===== config.mk =====
export PLATFORM = sky130hd
export DESIGN_NAME = rtc_alarm_servicer
export DESIGN_NICKNAME = d
export VERILOG_FILES = /design/src/rtl/rtc_pkg.sv /design/src/rtl/rtc_apb_xfer.sv /design/src/rtl/rtc_alarm_servicer.sv
export SDC_FILE = /design/constraint.sdc
export NUM_CORES = 1
export LEC_CHECK = 0
export BUFFER_PORTS_ARGS = -buffer_cell sky130_fd_sc_hd__buf_2
export CORE_MARGIN = 2
export CORE_UTILIZATION = 55
export CTS_CLUSTER_SIZE = 16
export DETAILED_ROUTE_END_ITERATION = 10
export PLACE_DENSITY = 0.83
export SETUP_SLACK_MARGIN = 0.2
export SYNTH_ARGS = -nofsm -noshare
export SYNTH_HDL_FRONTEND = slang
export SYNTH_HIERARCHICAL = 1
export SYNTH_SLANG_ARGS = --single-unit

===== constraint.sdc =====
create_clock -name PCLK -period 3.1 [get_ports PCLK]
set_clock_uncertainty 0.05 [all_clocks]
set_input_delay 0.155 -clock PCLK [delete_from_list [all_inputs] [get_ports PCLK]]
set_output_delay 0.155 -clock PCLK [all_outputs]
set_load 0.005 [all_outputs]

===== src/rtl/rtc_pkg.sv =====
// Shared constants for the RTC alarm servicer: register offsets and sequencer states.
package rtc_pkg;

  localparam logic [11:0] RTCDR_OFS   = 12'h000;
  localparam logic [11:0] RTCMR_OFS   = 12'h004;
  localparam logic [11:0] RTCIMSC_OFS = 12'h010;
  localparam logic [11:0] RTCMIS_OFS  = 12'h018;
  localparam logic [11:0] RTCICR_OFS  = 12'h01C;

  typedef enum logic [2:0] {
    S_IDLE,
    S_RD_MIS,
    S_WR_ICR,
    S_RD_DR,
    S_WR_MR,
    S_WR_IMSC,
    S_DONE
  } state_t;

endpackage


===== src/rtl/rtc_apb_xfer.sv =====
// Single-transfer APB initiator. A start accepted while idle, or on the
// completing access cycle, launches the next setup phase with no gap.
module rtc_apb_xfer
  import rtc_pkg::*;
#(
  parameter int ADDR_W = 12
) (
  input  logic              clk,
  input  logic              rst,
  input  logic              start,
  input  logic              write,
  input  logic [ADDR_W-1:0] addr,
  input  logic [31:0]       wdata,
  output logic              done,
  output logic [31:0]       rdata,
  output logic              err,
  output logic              psel,
  output logic              penable,
  output logic              pwrite,
  output logic [ADDR_W-1:0] paddr,
  output logic [31:0]       pwdata,
  input  logic [31:0]       prdata,
  input  logic              pready,
  input  logic              pslverr
);

  // Completion is the access cycle that sees PREADY; read data is only
  // meaningful to the sequencer in that cycle.
  assign done  = psel & penable & pready;
  assign err   = done & pslverr;
  assign rdata = prdata;

  // Setup -> access -> (wait)* -> complete; address/data held for the whole transfer.
  always_ff @(posedge clk or posedge rst) begin
    if (rst) begin
      psel    <= 1'b0;
      penable <= 1'b0;
      pwrite  <= 1'b0;
      paddr   <= '0;
      pwdata  <= '0;
    end else if (start && (!psel || done)) begin
      psel    <= 1'b1;
      penable <= 1'b0;
      pwrite  <= write;
      paddr   <= addr;
      pwdata  <= wdata;
    end else if (psel && !penable) begin
      penable <= 1'b1;
    end else if (done) begin
      psel    <= 1'b0;
      penable <= 1'b0;
    end
  end

endmodule


===== src/rtl/rtc_alarm_servicer.sv =====
// Autonomous RTC alarm handler: confirm, clear, read count, then re-arm or mask.
module rtc_alarm_servicer
  import rtc_pkg::*;
#(
  parameter int ADDR_W = 12,
  parameter int CNT_W  = 16
) (
  input  logic              PCLK,
  input  logic              PRESET,
  input  logic              RTCINTR,
  input  logic              Enable,
  input  logic [31:0]       Period,
  input  logic              ErrClr,
  output logic              PSEL,
  output logic              PENABLE,
  output logic              PWRITE,
  output logic [ADDR_W-1:0] PADDR,
  output logic [31:0]       PWDATA,
  input  logic [31:0]       PRDATA,
  input  logic              PREADY,
  input  logic              PSLVERR,
  output logic              AlarmPulse,
  output logic [CNT_W-1:0]  AlarmCount,
  output logic              Busy,
  output logic              Error
);

  state_t            state;
  logic              start, write, done, err, ok;
  logic [ADDR_W-1:0] addr;
  logic [31:0]       wdata, rdata;

  assign ok = done & ~err;

  rtc_apb_xfer #(.ADDR_W(ADDR_W)) u_xfer (
    .clk     (PCLK),
    .rst     (PRESET),
    .start   (start),
    .write   (write),
    .addr    (addr),
    .wdata   (wdata),
    .done    (done),
    .rdata   (rdata),
    .err     (err),
    .psel    (PSEL),
    .penable (PENABLE),
    .pwrite  (PWRITE),
    .paddr   (PADDR),
    .pwdata  (PWDATA),
    .prdata  (PRDATA),
    .pready  (PREADY),
    .pslverr (PSLVERR)
  );

  // Next-transfer request: issued on the completing cycle of the previous
  // transfer so transfers run back-to-back. The re-arm value is formed from
  // the count on the DR completion and held by the engine as PWDATA.
  always_comb begin
    start = 1'b0;
    write = 1'b0;
    addr  = '0;
    wdata = '0;
    case (state)
      S_RD_MIS: begin
        if (!PSEL) begin
          start = 1'b1;
          addr  = ADDR_W'(RTCMIS_OFS);
        end else if (ok && rdata[0]) begin
          start = 1'b1;
          write = 1'b1;
          addr  = ADDR_W'(RTCICR_OFS);
          wdata = 32'h1;
        end
      end
      S_WR_ICR: begin
        if (ok) begin
          start = 1'b1;
          addr  = ADDR_W'(RTCDR_OFS);
        end
      end
      S_RD_DR: begin
        if (ok) begin
          start = 1'b1;
          write = 1'b1;
          if (Period != 32'd0) begin
            addr  = ADDR_W'(RTCMR_OFS);
            wdata = rdata + Period;
          end else begin
            addr  = ADDR_W'(RTCIMSC_OFS);
            wdata = 32'h0;
          end
        end
      end
      default: ;
    endcase
  end

  // Sequencer with registered status outputs; any slave error aborts to IDLE.
  always_ff @(posedge PCLK or posedge PRESET) begin
    if (PRESET) begin
      state      <= S_IDLE;
      AlarmPulse <= 1'b0;
      AlarmCount <= '0;
      Busy       <= 1'b0;
      Error      <= 1'b0;
    end else begin
      AlarmPulse <= 1'b0;
      if (err)         Error <= 1'b1;
      else if (ErrClr) Error <= 1'b0;

      if (err) begin
        state <= S_IDLE;
        Busy  <= 1'b0;
      end else begin
        case (state)
          S_IDLE: begin
            if (Enable && RTCINTR && !Error) begin
              state <= S_RD_MIS;
              Busy  <= 1'b1;
            end
          end
          S_RD_MIS: begin
            if (done) begin
              if (rdata[0]) begin
                state <= S_WR_ICR;
              end else begin
                state <= S_IDLE;
                Busy  <= 1'b0;
              end
            end
          end
          S_WR_ICR: if (done) state <= S_RD_DR;
          S_RD_DR:  if (done) state <= (Period != 32'd0) ? S_WR_MR : S_WR_IMSC;
          S_WR_MR, S_WR_IMSC: begin
            if (done) begin
              state      <= S_DONE;
              AlarmPulse <= 1'b1;
              AlarmCount <= AlarmCount + 1'b1;
            end
          end
          S_DONE: begin
            state <= S_IDLE;
            Busy  <= 1'b0;
          end
          default: begin
            state <= S_IDLE;
            Busy  <= 1'b0;
          end
        endcase
      end
    end
  end

endmodule

==> summary.md <==
| Metric | Value |
|---|---|
| Status | `complete, no violations` |
| Port bufs | `136` |
| Min cycle time layout | `2.64 ns` |
| Final GP Congestion | `0.937` |
| # hold bufs at CTS | `1` |
| Startpoint types | `register` |
| Via count | `4,659` |
| Total power | `3.15 mW` |
| Ys flop type | `dfrtp_1` |
| Largest net degree at the start of global routing | `48` |
| Grt total ovfl | `0` |
| Syn_area_per_cell | `9.77 um^2` |
| Post-synth cell types | `71` |
| Lkg Pwr | `3.27 nW` |
| Clock latency on the worst-skew pair | `0.35 ns` |
| # rows | `36` |
| DR iter-0 viols | `244` |
| Antenna violations before repair | `0` |
| Die footprint | `10,700 um^2` |
| Critical path class | `reg -> reg` |
| Synth Warn # | `6` |
| Hold Fails Final Rpt | `0` |
| Critical R2R Launch | `u_xfer/psel` |
| R2R Setup Slk | `0.46 ns` |
| Setup crit end kind | `register` |
| Placement-stage cell area | `5960 um^2` |
| Setup TNS | `0 ns` |
| Commonest non-fill, non-tap cell in the layout | `buf_2` |
| Die Y | `103 um` |
| Pwr per Cell Area | `508 nW/um^2` |
| Vias per cell | `5.78` |
| Slowest-stage cell, CP | `dfrtp_1` |
| Synth-to-Final Area Change | `14.1%` |
| Clock sink total | `69` |
| Tcrit/Tclk final | `0.851` |
| Die X-Extent | `103 um` |
| H-Tree Depth | `3` |
| Critical path depth in cells | `8` |
| Cells after Synth | `556` |
| CTS max path bufs | `2` |
| Pins over their slew limit | `0` |
| Worst R2R Path Depth | `8` |
| Sequential fraction of the synthesis area | `0.318` |
| DPL Wire Length | `10.6 mm` |
| CP Cell Sequence | `and3_2 > and2_1 > nor2_1 > nand2_1 > a21oi_1 > a21o_1 > nand2_8 > mux2_4` |
| # IOs | `137` |
| Worst-path clk slew | `0.08 ns` |
| Core Area | `9680 um^2` |
| # setup viols final | `0` |
| WL final | `13.4 mm` |
| Filler cells | `809` |
| Worst setup path startpoint | `u_xfer/psel` |
| Post-route ant nets | `0` |
| Async set or reset register ratio after synthesis | `1.00` |
| GRT Overall Usage | `0.258` |
| Cell family with most CP delay | `simple AND/OR/NAND/NOR gates` |
| Final core occ | `0.640` |
| TritonCTS Buffers | `9` |
| EDFF count, synth | `0` |
| Max cap viols | `0` |
| Root buf cell | `clkbuf_8` |
| Fin area | `6200 um^2` |
| Hold slack | `0.0343 ns` |
| DRT Pass-1 Iters | `5` |
| Register bit count reported by yosys | `69` |
| Layout Nets | `775` |
| WL/cell | `16.7 um` |
| Setup Buffers After CTS | `0` |
| Buf/Inv on CP | `0` |
| Synthesized cell area | `5430 um^2` |
| CP max stage delay | `0.44 ns` |
| Share of cells above drive strength 1 | `0.328` |
| Peak supply drop | `0.000237 V` |
| HP Class | `in -> reg` |
| Number of global-route vias before repair | `4,445` |
| CTS tree | `yes` |
| Crit Reg-Reg Endpoint | `u_xfer/pwdata[7]` |
| Worst-path fanout max | `45` |
| Slew @ Worst Pin | `1.02 ns` |
| Fmax | `379 MHz` |
| Most frequent cells in the layout | `buf_2, dfrtp_1, nand2_1` |
| Post-cts resize count | `0` |
| N_diodes | `0` |
| RSZ-0062 raised after global routing | `no` |
| Slew margin rel. | `0.320` |
| First-pass GRT wire length | `21.5 mm` |
| Worst setup endpoint | `u_xfer/pwdata[7]` |
| WP data arrival | `2.82 ns` |
| Initial Util | `0.561` |
| WP data required | `3.28 ns` |
| DRC Markers | `0` |
## worst register-to-register path, cell delays in order (launching register included)
cell	delay (ns)
dfrtp_1	0.44
and3_2	0.23
and2_1	0.26
nor2_1	0.18
nand2_1	0.08
a21oi_1	0.27
a21o_1	0.25
nand2_8	0.33
mux2_4	0.43
## registers in the layout, summed over array words and instances, names as in the netlist
signal,count
u_xfer/pwdata,32
AlarmCount,16
Busy,1
u_xfer/psel,1
u_xfer/paddr,12
u_xfer/pwrite,1
state,3
u_xfer/penable,1
AlarmPulse,1
Error,1
## cell type report
cell class,instances,area (um^2),area share
Timing Repair Buffer,142,728,0.117
Multi-Input combinational cell,433,3300,0.532
Clock inverter,7,106,0.0172
Sequential cell,69,1730,0.279
Clock buffer,9,124,0.0200
Tap cell,133,166,0.0268
Inverter,13,48.8,0.00787
## cell usage after synthesis, types with 2 or more instances
library cell / number / area share
dfrtp_1: 69 / 0.32
mux2_2: 6 / 0.012
nor3b_1: 2 / 0.0028
o22ai_1: 2 / 0.0023
xnor2_1: 17 / 0.027
nand2_1: 48 / 0.033
nor2_1: 35 / 0.024
and2_1: 6 / 0.0069
ha_1: 35 / 0.081
nand4_1: 13 / 0.015
o21ai_1: 5 / 0.0046
nor3_1: 17 / 0.016
mux2_4: 40 / 0.11
a21o_1: 16 / 0.022
nor3_2: 2 / 0.0037
o211ai_1: 3 / 0.0041
o2111ai_1: 3 / 0.0048
a211oi_1: 8 / 0.011
inv_1: 12 / 0.0083
and3_1: 8 / 0.0092
nand3_1: 13 / 0.012
a311oi_1: 2 / 0.0032
a21oi_1: 37 / 0.034
xor2_1: 13 / 0.021
mux2i_1: 8 / 0.015
o21a_1: 10 / 0.014
o21bai_2: 2 / 0.0041
buf_2: 8 / 0.0074
nand2b_1: 9 / 0.010
a31o_1: 2 / 0.0032
buf_12: 4 / 0.015
nor4_1: 8 / 0.0092
buf_4: 34 / 0.047
o21ai_0: 17 / 0.016
a221oi_1: 2 / 0.0032
o221ai_1: 2 / 0.0032
clkbuf_1: 3 / 0.0021
and3_2: 2 / 0.0028
## metal layers
| layer | global-route usage | up-vias | part of all wire |
|---|---|---|---|
| met2 | 0.436 | 210 | 0.49 |
| met3 | 0.0356 | 26 | 0.055 |
| li1 | - | 2215 | - |
| met5 | 0 | - | 0 |
| met4 | 0.108 | 0 | 0.022 |
| met1 | 0.332 | 2208 | 0.43 |
## cells by family after synthesis
kind of cell | after synthesis | synth area share
AOI/OAI and AO/OA | 130 | 0.166
xor gates and xnor gates | 30 | 0.0484
adders and majority gates | 36 | 0.0843
buffers and inverters | 62 | 0.0802
DFF | 69 | 0.318
muxes | 54 | 0.138
other | 1 | 0.000690
and+or+nand+nor | 174 | 0.164
## worst min-delay path by stage
| stage | startpoint | end | slack (ns) | cells after the start |
|---|---|---|---|---|
| after CTS | ErrClr | Error | 0.03 | 3 |
| after global placement | PRESET | AlarmCount[0] | 0.31 | 2 |
| final | ErrClr | Error | 0.03 | 3 |
| after detailed placement | PRESET | AlarmPulse | 0.32 | 2 |
| after global routing | ErrClr | Error | 0.02 | 3 |
| after floorplan | PRESET | AlarmCount[0] | 0.09 | 1 |
## per-stage QoR
step	setup slack (ns)	std cells
floorplan	0.646	564
global placement	0.394	789
detailed placement	0.355	789
CTS	0.488	806
global route	0.285	806
finish	0.462	806
## report_power, final
group	internal, mW	switching (mW)
Clock	0.467	0.380
Sequential	1.04	0.129
Combinational	0.549	0.588
Total	2.05	1.10
No activity file was read; power rests on OpenSTA's default activity.
